**config.mk**
```make
export PLATFORM = sky130hd
export DESIGN_NAME = afu_rfifo_rd_drain
export DESIGN_NICKNAME = d
export VERILOG_FILES = /design/src/rtl/afu_rfifo_rd_drain.sv
export SDC_FILE = /design/constraint.sdc
export NUM_CORES = 1
export LEC_CHECK = 0
export BUFFER_PORTS_ARGS = -buffer_cell sky130_fd_sc_hd__buf_2
export CAP_MARGIN = 20
export CORE_AREA = 5 5 423 425
export CTS_BUF_LIST = sky130_fd_sc_hd__clkbuf_16
export CTS_CLUSTER_SIZE = 8
export DETAILED_ROUTE_END_ITERATION = 16
export DIE_AREA = 0 0 428 430
export PLACE_DENSITY_LB_ADDON = 0.08
export SYNTH_ARGS = -nofsm -noshare
export SYNTH_HDL_FRONTEND = slang
export SYNTH_SLANG_ARGS = --single-unit
```
**constraint.sdc**
```tcl
create_clock -name clk -period 22.4 [get_ports clk]
set_input_delay 1.12 -clock clk [delete_from_list [all_inputs] [get_ports clk]]
set_output_delay 1.12 -clock clk [all_outputs]
set_load 0.01 [all_outputs]
```
**src/rtl/afu_rfifo_rd_drain.sv**
```systemverilog
// afu_rfifo_rd_drain: AFU response FIFO read drain with 3-entry skid buffer and framing FSM.
// Define AFU_RFIFO_RD_STATS_EN to build the saturating beat/packet counters.
module afu_rfifo_rd_drain #(
   parameter int WIDTH = 521,
   parameter int CNT_W = 16
) (
   input  logic              clk,
   input  logic              aclr,
   input  logic [WIDTH-1:0]  fifo_q,
   input  logic              fifo_rdempty,
   output logic              fifo_rdreq,
   output logic              out_valid,
   input  logic              out_ready,
   output logic [WIDTH-10:0] out_data,
   output logic [7:0]        out_tag,
   output logic              out_last,
   output logic              busy,
   output logic [CNT_W-1:0]  beat_cnt,
   output logic [CNT_W-1:0]  pkt_cnt
);
   typedef enum logic {IDLE, IN_PKT} state_t;
   state_t state, state_nxt;
   logic [WIDTH-1:0] mem [3];
   logic [WIDTH-1:0] head;
   logic [1:0] rd_ptr, wr_ptr, occ;
   logic inflight, pop;

   // Credit check counts the in-flight word so the buffer can never overflow
   assign fifo_rdreq = !aclr && !fifo_rdempty && ({1'b0, occ} + {2'b0, inflight} < 3'd3);
   assign out_valid = occ != 2'd0;
   assign pop = out_valid && out_ready;
   assign head = out_valid ? mem[rd_ptr] : '0;
   assign out_last = head[WIDTH-1];
   assign out_tag = head[WIDTH-2:WIDTH-9];
   assign out_data = head[WIDTH-10:0];

   always_ff @(posedge clk)
      if (inflight) mem[wr_ptr] <= fifo_q;

   always_ff @(posedge clk or posedge aclr) begin
      if (aclr) begin
         rd_ptr <= 2'd0;
         wr_ptr <= 2'd0;
         occ <= 2'd0;
         inflight <= 1'b0;
         state <= IDLE;
      end else begin
         inflight <= fifo_rdreq;
         if (inflight) wr_ptr <= wr_ptr == 2'd2 ? 2'd0 : wr_ptr + 2'd1;
         if (pop) rd_ptr <= rd_ptr == 2'd2 ? 2'd0 : rd_ptr + 2'd1;
         if (inflight != pop) occ <= inflight ? occ + 2'd1 : occ - 2'd1;
         state <= state_nxt;
      end
   end

   always_comb begin
      state_nxt = state;
      if (pop) state_nxt = out_last ? IDLE : IN_PKT;
      busy = out_valid || inflight || state == IN_PKT;
   end

`ifdef AFU_RFIFO_RD_STATS_EN
   always_ff @(posedge clk or posedge aclr) begin
      if (aclr) begin
         beat_cnt <= '0;
         pkt_cnt <= '0;
      end else if (pop) begin
         if (beat_cnt != '1) beat_cnt <= beat_cnt + 1'b1;
         if (out_last && pkt_cnt != '1) pkt_cnt <= pkt_cnt + 1'b1;
      end
   end
`else
   assign beat_cnt = '0;
   assign pkt_cnt = '0;
`endif
endmodule
```
Word-level counts from Yosys, hierarchy flattened:

Memories as Yosys holds them, arrays and structs flattened.
Index checks and enable logic that the tools add are counted.
Widths: inputs -> output; s select.

* bits in writable memories: 1563
* bits in registers: 8
* memories: 1

* $add $sub $neg: 5
* reductions and logical operators: 8
* $lt $le $gt $ge: 1
* multiplexer cells: 7
* eq/ne operators: 3

Memories
* mem: words 3, bits a word 521, rd ports 1, clocked after Yosys merged registers in 0, wr ports 1, RTL line 23 `logic [WIDTH-1:0] mem [3];`

Operators with widths (count)
* $mux 521: 1
* $add 2x1->2 const B: 3
* $mux 2: 3
* $eq 2x2->1 const B: 2
* $add 2x1->3: 1
* $logic_and 1x1->1: 3
* $lt 3x2->1 const B: 1
* $mux 1: 3
* $logic_not 1->1: 2
* $logic_or 1x1->1: 2
* $reduce_bool 2->1: 1
* $sub 2x1->2 const B: 1
* $ne 1x1->1: 1

Depth between registers and ports, before layout:

Gate-level depths: netlist of run 1.

* depth in word-level cells: 3
* depth in mapped cells: 6
* mapped depth without buffers: 4

Worst setup path after synthesis of run 1:

OpenSTA, ideal clock, no wires.

* path kind: reg-to-reg
* start: register wr_ptr[1]
* end: memory mem[0][0] (enable)
* arrival: 22.101 ns
* path slack: -1.118 ns
* cell stages (with the launch flop): 3
* cells stage by stage: dfrtp_1 > nand2b_1 > nor2_1

RTL lines
* start, declared: RTL line 25 `logic [1:0] rd_ptr, wr_ptr, occ;`
* start signal, assigned: RTL line 49 `if (inflight) wr_ptr <= wr_ptr == 2'd2 ? 2'd0 : wr_ptr + 2'd1;`
* end, declared: RTL line 23

No word-level cell before the write port.

Worst setup path after layout of run 1:

* start: register rd_ptr[0]
* end: output port out_data[373]

* word-level cells in the longest chain between the ends: 2

Ends and longest elaborated chain
* start, declared: RTL line 25
* start signal, assigned: RTL line 50 `if (pop) rd_ptr <= rd_ptr == 2'd2 ? 2'd0 : rd_ptr + 2'd1;`
* $mem_v2 3x521
* $mux 521: RTL line 32 `assign head = out_valid ? mem[rd_ptr] : '0;`
* end, declared: RTL line 14 `output logic [WIDTH-10:0] out_data,`

Every way passes these cells.

==> results of run 1 <==
[layout make-up]
| type | count | area [um2] | share of cell area, % |
|---|---|---|---|
| repair buffers | 1099 | 5680 | 7.58 |
| diodes | 29 | 72.6 | 0.0969 |
| inverters | 5 | 18.8 | 0.0251 |
| clock buffers | 222 | 5560 | 7.42 |
| flip-flops and latches | 1571 | 47100 | 62.9 |
| multi-input cells | 1621 | 13400 | 17.8 |
| well taps | 2340 | 2930 | 3.91 |
| clock inverters | 22 | 148 | 0.197 |
[worst max path at each step]
stage	cells past startpoint	endpoint
6_report	7	out_data[373]
5_1_grt	7	out_data[320]
4_1_cts	7	out_data[373]
3_5_place_dp	7	out_data[373]
3_3_place_gp	7	out_data[373]
2_1_floorplan	2	mem[0][0]$_DFFE_PP_
[power by group]
group / internal, mW / switching, mW / leakage (nW)
registers: 3.61 / 0.0969 / 14.3
clock network: 1.72 / 1.14 / 2.84
logic: 0.964 / 1.55 / 10.0
total: 6.29 / 2.79 / 27.2
[metrics by stage]
step / setup TNS [ns] / util (%) / hold slack (ns) / power [mW] / setup slack, ns
after floorplan: -1164.52 / - / 0.460 / 5.61 / -1.12
after global placement: 0 / 39.5 / 0.486 / 6.35 / 16.17
after detailed placement: 0 / 39.5 / 0.489 / 6.35 / 16.17
after CTS: 0 / 42.8 / 0.198 / 9.25 / 15.26
after global routing: 0 / 42.8 / 0.223 / 9.50 / 15.19
final: 0 / 42.8 / 0.273 / 9.08 / 15.54
[cell usage after synthesis, drive strengths merged, types with 2 or more instances]
cell type	number
edfxtp	1563
nor2	523
mux2i	521
mux2	520
buf	169
clkbuf	37
dfrtp	8
inv	5
a21o	4
a21oi	2
and3	2
ha	2
nand2b	2
o21ai	2
[cell families (layout without fill, tap and decap cells)]
kind of cell | count (synthesis) | count (layout)
multiplexers | 1041 | 1041
flip-flops | 1571 | 1571
adder cells (fa/ha/maj) | 2 | 2
AO/OA/AOI/OAI | 12 | 12
AND/OR/NAND/NOR | 533 | 533
buffers and inverters | 211 | 1348
XOR/XNOR | 1 | 1
other | 1 | 61
[per-layer routing]
metal	vias up	share of wire [%]	global-route usage [%]
met5	-	0.13	0
met4	34	3.2	5.79
met3	485	4.9	4.41
met2	1073	53	34.2
met1	16879	39	21.9
li1	14995	-	-
[sequential cells by signal, summed over array words and instances (netlist names)]
signal,count
state,1
occ,2
mem,1563
rd_ptr,2
inflight,1
wr_ptr,2
==> results.ini, run 1 <==
[final_layout]
nFillCells=15987
drive_above_1_share_pct=37.0
final_common_cell=edfxtp_1
nets=5040
final_area_um2=74900
synthToLayoutAreaGrowth_pct=21.5
layout_common_cells=1,563 x edfxtp_1, 1,048 x buf_2, 521 x mux2i_1
stdcell_count=6909

[placement]
io_buffers=1048
detailed_place_hpwl_mm=122
gp_congestion=0.807
placed_area_um2=69100
dp.cells=6636

[drt]
routed_via_density=4.84
drc=0
dr.pass1.iters=7
via_count=33466
drt_iter0_markers=1936
wl_mm=179
wl_per_cell_um=26.0
ant_nets=0

[synth]
synth_seq_cells=1571
syn_avg_cell_area_um2=18.3
synth-edff-count=1563
synth_xor_area_share_pct=0.0142
synthFlopType=edfxtp_1
synth-simple-area-share_pct=3.29
synth_top_area_share_pct=76.1
ys_async_sr_fraction_pct=0.509
muxShareOfSynthArea_pct=18.0
seq_area_frac_synth_pct=76.4
synth_top_family_by_area=multiplexers
yosys.area_share.adder_pct=0.0406
yosys.area.top_type=edfxtp_1
synth_cell_type_count=31
ys_warn_count=0
synth_compound_area_share_pct=0.140
synth_area_leaders=edfxtp_1 76%, mux2i_1 8.5%, mux2_2 6.2%, mux2_1 3.3%, nor2_1 3.2%
synthCells=3372
syn-cell-area_um2=61700

[sta]
finClkSkew_ns=0.0244
drv_slew=0
min_period_ns=6.86
clock.fmax_mhz=146
maxSlewHeadroom_pct=26.8
max_slew.worst_pin.slew_ns=1.10
rsz0062_at_grt=no
setup_viol=0
period_share_pct=30.6
hold_viol=0

[floorplan]
start_util_pct=35.2
rows=154
core_um2=175000
dieHeight_um=430
ioPinCount=1081
die_area_um2=184000
fp.dieW_um=428

[power]
irDropWorstVdd_uv=75.3
leakagePower_nw=27.2
powerDensity_nw_per_um2=121

[clock_tree]
cts_buffer_depth=3
htree_num_levels=4
ctsResizeCount=0
numCtsBuffers=215
numClockSinks=1571
cts_hold_buffers=0
clock_latency_ns=0.81
tritoncts=built
cts_root_buf=clkbuf_16
clk_pin_slew_ns=0.05
cts_setup_buffers=0

[critical_path]
r2r_cells=6
worstSetupPathType=reg -> out
cp_top_family=buffers and inverters
cp-end-kind=output port
r2r-start=wr_ptr[1]$_DFFE_PP0P_
path_buf_inv=4
start_kind=flip-flop
crit_start=rd_ptr[0]$_DFFE_PP0P_
crit_arrival_ns=5.74
r2r_slack_ns=17.65
r2r-end=mem[1][362]$_DFFE_PP_
required_ns=21.28
crit_path_max_incr_delay_ns=1.02
cp_common_cell=buf_4
cp_cell_sequence=buf_4, buf_4, buf_4, mux2_1, mux2i_1, nor2_1, buf_2
cp_slowest_cell=dfrtp_4
cp_max_fo=64

[global_route]
grt_first_pass_wirelength_mm=252
grtUsageTotal_pct=18.8
grt-ovfl-total=0
grt_max_degree=141
grt_antenna_before_repair=154
first_global_vias=34502

[hold_path]
hold_path_class=in -> async

[run_status]
status=finished, final reports clean

[job]
maxCapViolations=0

No activity file was read; power rests on OpenSTA's default activity.
==> run 2: changes to the inputs <==
clock period = 7.1 ns   (was 22.4 ns; I/O delays follow)
==> results.ini, run 2 (synthesis results as in run 1) <==
[placement]
io_buffers=1048  ; unchanged
dp.cells=6636  ; unchanged
gp_congestion=0.805  ; -0.21%
detailed_place_hpwl_mm=117  ; -3.8%
pre_cts_ws_ns=3.84  ; -12.33 ns

[global_route]
use_met3_pct=4.09  ; -0.32 points
first_global_vias=36668  ; +6.3%
grtUsageMet2_pct=33.1  ; -1.1 points
grt_max_degree=144  ; +2.1%
grt_antenna_before_repair=51  ; -67%
grt.met1_usage_pct=22.4  ; +0.46 points
grt_first_pass_wirelength_mm=257  ; +1.9%
grt-ovfl-total=0  ; unchanged
grtUsageTotal_pct=18.8  ; about the same
busiest_layer=met2

[critical_path]
cp_common_cell=buf_4
cp_slowest_cell=dfrtp_4
path_buf_inv=3  ; -1
crit_path_max_incr_delay_ns=0.93  ; -0.09 ns
required_ns=6.74  ; -14.54 ns
cp_max_fo=43  ; -33%
worstSetupPathType=reg -> out
start_kind=flip-flop
cp-end-kind=output port
crit_arrival_ns=3.71  ; -2.03 ns
cp_cell_sequence=buf_4, buf_4, mux2_1, mux2i_1, nor2_1, buf_2
cp_top_family=buffers and inverters

[run_status]
status=finished, final reports clean

[power]
irDropWorstVdd_uv=237  ; +210%
leakagePower_nw=29.5  ; +8.5%
total_power_mw=29.0  ; +220%
powerDensity_nw_per_um2=360  ; +200%

[sta]
hold_viol=0  ; unchanged
worst_slack_ns=3.03  ; -12.51 ns
fin_setup_tns_ns=0  ; unchanged
finClkSkew_ns=0.0345  ; +0.0101 ns
clock.fmax_mhz=246
maxSlewHeadroom_pct=28.0  ; +1.2 points
min_period_ns=4.07
max_slew.worst_pin.slew_ns=1.08  ; -0.0182 ns
period_share_pct=57.3
drv_slew=0  ; unchanged
rsz0062_at_grt=no
setup_viol=0  ; unchanged

[floorplan]
start_util_pct=35.2  ; unchanged
fp.dieW_um=428  ; unchanged
die_area_um2=184000  ; unchanged
ioPinCount=1081  ; unchanged
rows=154  ; unchanged
core_um2=175000  ; unchanged
dieHeight_um=430  ; unchanged

[final_layout]
nets=5564  ; +10%
drive_above_1_share_pct=33.1  ; -3.9 points
layout_common_cells=1,563 x edfxtp_1, 1,048 x buf_2, 524 x dlygate4sd3_1
largest_reg_flops=1563  ; unchanged
final_common_cell=edfxtp_1
top_register=mem
synthToLayoutAreaGrowth_pct=30.5
stdcell_count=7445  ; +7.8%

[clock_tree]
htree_num_levels=4  ; unchanged
clk_pin_slew_ns=0.05  ; about the same
numClockSinks=1571  ; unchanged
cts_root_buf=clkbuf_16
clock_latency_ns=0.83  ; +0.02 ns
numCtsBuffers=215  ; unchanged
tritoncts=built
cts_setup_buffers=0  ; unchanged
cts_buffer_depth=3  ; unchanged

[drt]
wl_mm=179  ; -0.28%
drc=0  ; unchanged
drt_iter0_markers=1904  ; -1.7%
routed_via_density=4.71  ; -2.8%
via_count=35056  ; +4.8%
ant_nets=0  ; unchanged
wl_per_cell_um=24.0  ; -7.5%
dr.pass1.iters=5  ; -2

[job]
maxCapViolations=0  ; unchanged

[hold_path]
hold_path_class=in -> async

==> run 2: cell count changes in the layout (fill, tap and decap cells not counted), moves of 4 or more <==
cell           previous run  this run
dlygate4sd3_1             0       524
buf_12                    4        19
buf_4                    47        32
inv_1                    15        28
clkinv_16                 0         6
clkbuf_16               222       217
inv_6                     6         2
==> run 2: through the flow <==
| stage | hold WS [ns] | area, um2 | utilization [%] |
|---|---|---|---|
| floorplan | 0.171 | 61800 | - |
| global placement | 0.352 | 69300 | 39.6 |
| finish | 0.117 | 80500 | 46.0 |
| CTS | 0.0559 | 80400 | 45.9 |
| global route | 0.0896 | 80500 | 46.0 |
| detailed placement | 0.354 | 69300 | 39.6 |
==> run 2: timing repair <==
| item | 4_1_cts | 5_1_grt |
|---|---|---|
| hold endpoints to repair | 1577 | 0 |
| hold buffers | 524 | 0 |
| gates resized for setup | 0 | 0 |
==> run 2: worst min-delay path: stages <==
cell and delay, ns:
dlygate4sd3_1 0.59, buf_2 0.15, inv_1 0.26
==> run 2: final timing paths <==
check | startpoint | to | slack (ns) | cells past startpoint
max in group asynchronous | aclr | rd_ptr[1]$_DFFE_PP0P_ | 6.69 | 3
hold / removal | aclr | state$_DFFE_PP0P_ | 0.12 | 3
min in group clk | fifo_q[484] | mem[1][484]$_DFFE_PP_ | 0.25 | 2
setup reg to reg | wr_ptr[1]$_DFFE_PP0P_ | mem[0][384]$_DFFE_PP_ | 4.25 | 4
hold reg to reg | wr_ptr[1]$_DFFE_PP0P_ | wr_ptr[1]$_DFFE_PP0P_ | 0.52 | 1
setup / recovery | rd_ptr[0]$_DFFE_PP0P_ | out_data[282] | 3.03 | 6
==> run 2: power by group <==
group	internal (mW)	switching [mW]	leakage, nW
clock	5.37	3.70	2.92
sequential	11.4	0.279	14.3
combinational	3.28	4.97	12.3
total	20.0	8.95	29.5
==> run 2: routing by layer <==
layer	share of wire [%]	vias to the layer above	wire, um
li1	-	16056	-
met1	40	17775	71200
met2	52	914	92600
met3	4.6	307	8220
met4	3.8	4	6830
met5	0.012	-	21
==> run 2: final cells by class <==
cell class / instances / area, um2
Clock buffer: 217 / 5430
Clock inverter: 39 / 389
Sequential cell: 1571 / 47100
Timing Repair Buffer: 1623 / 11100
Multi-Input combinational cell: 1621 / 13400
Antenna cell: 29 / 72.6
Tap cell: 2340 / 2930
Inverter: 5 / 18.8
Fill cell: 15699 / 94500
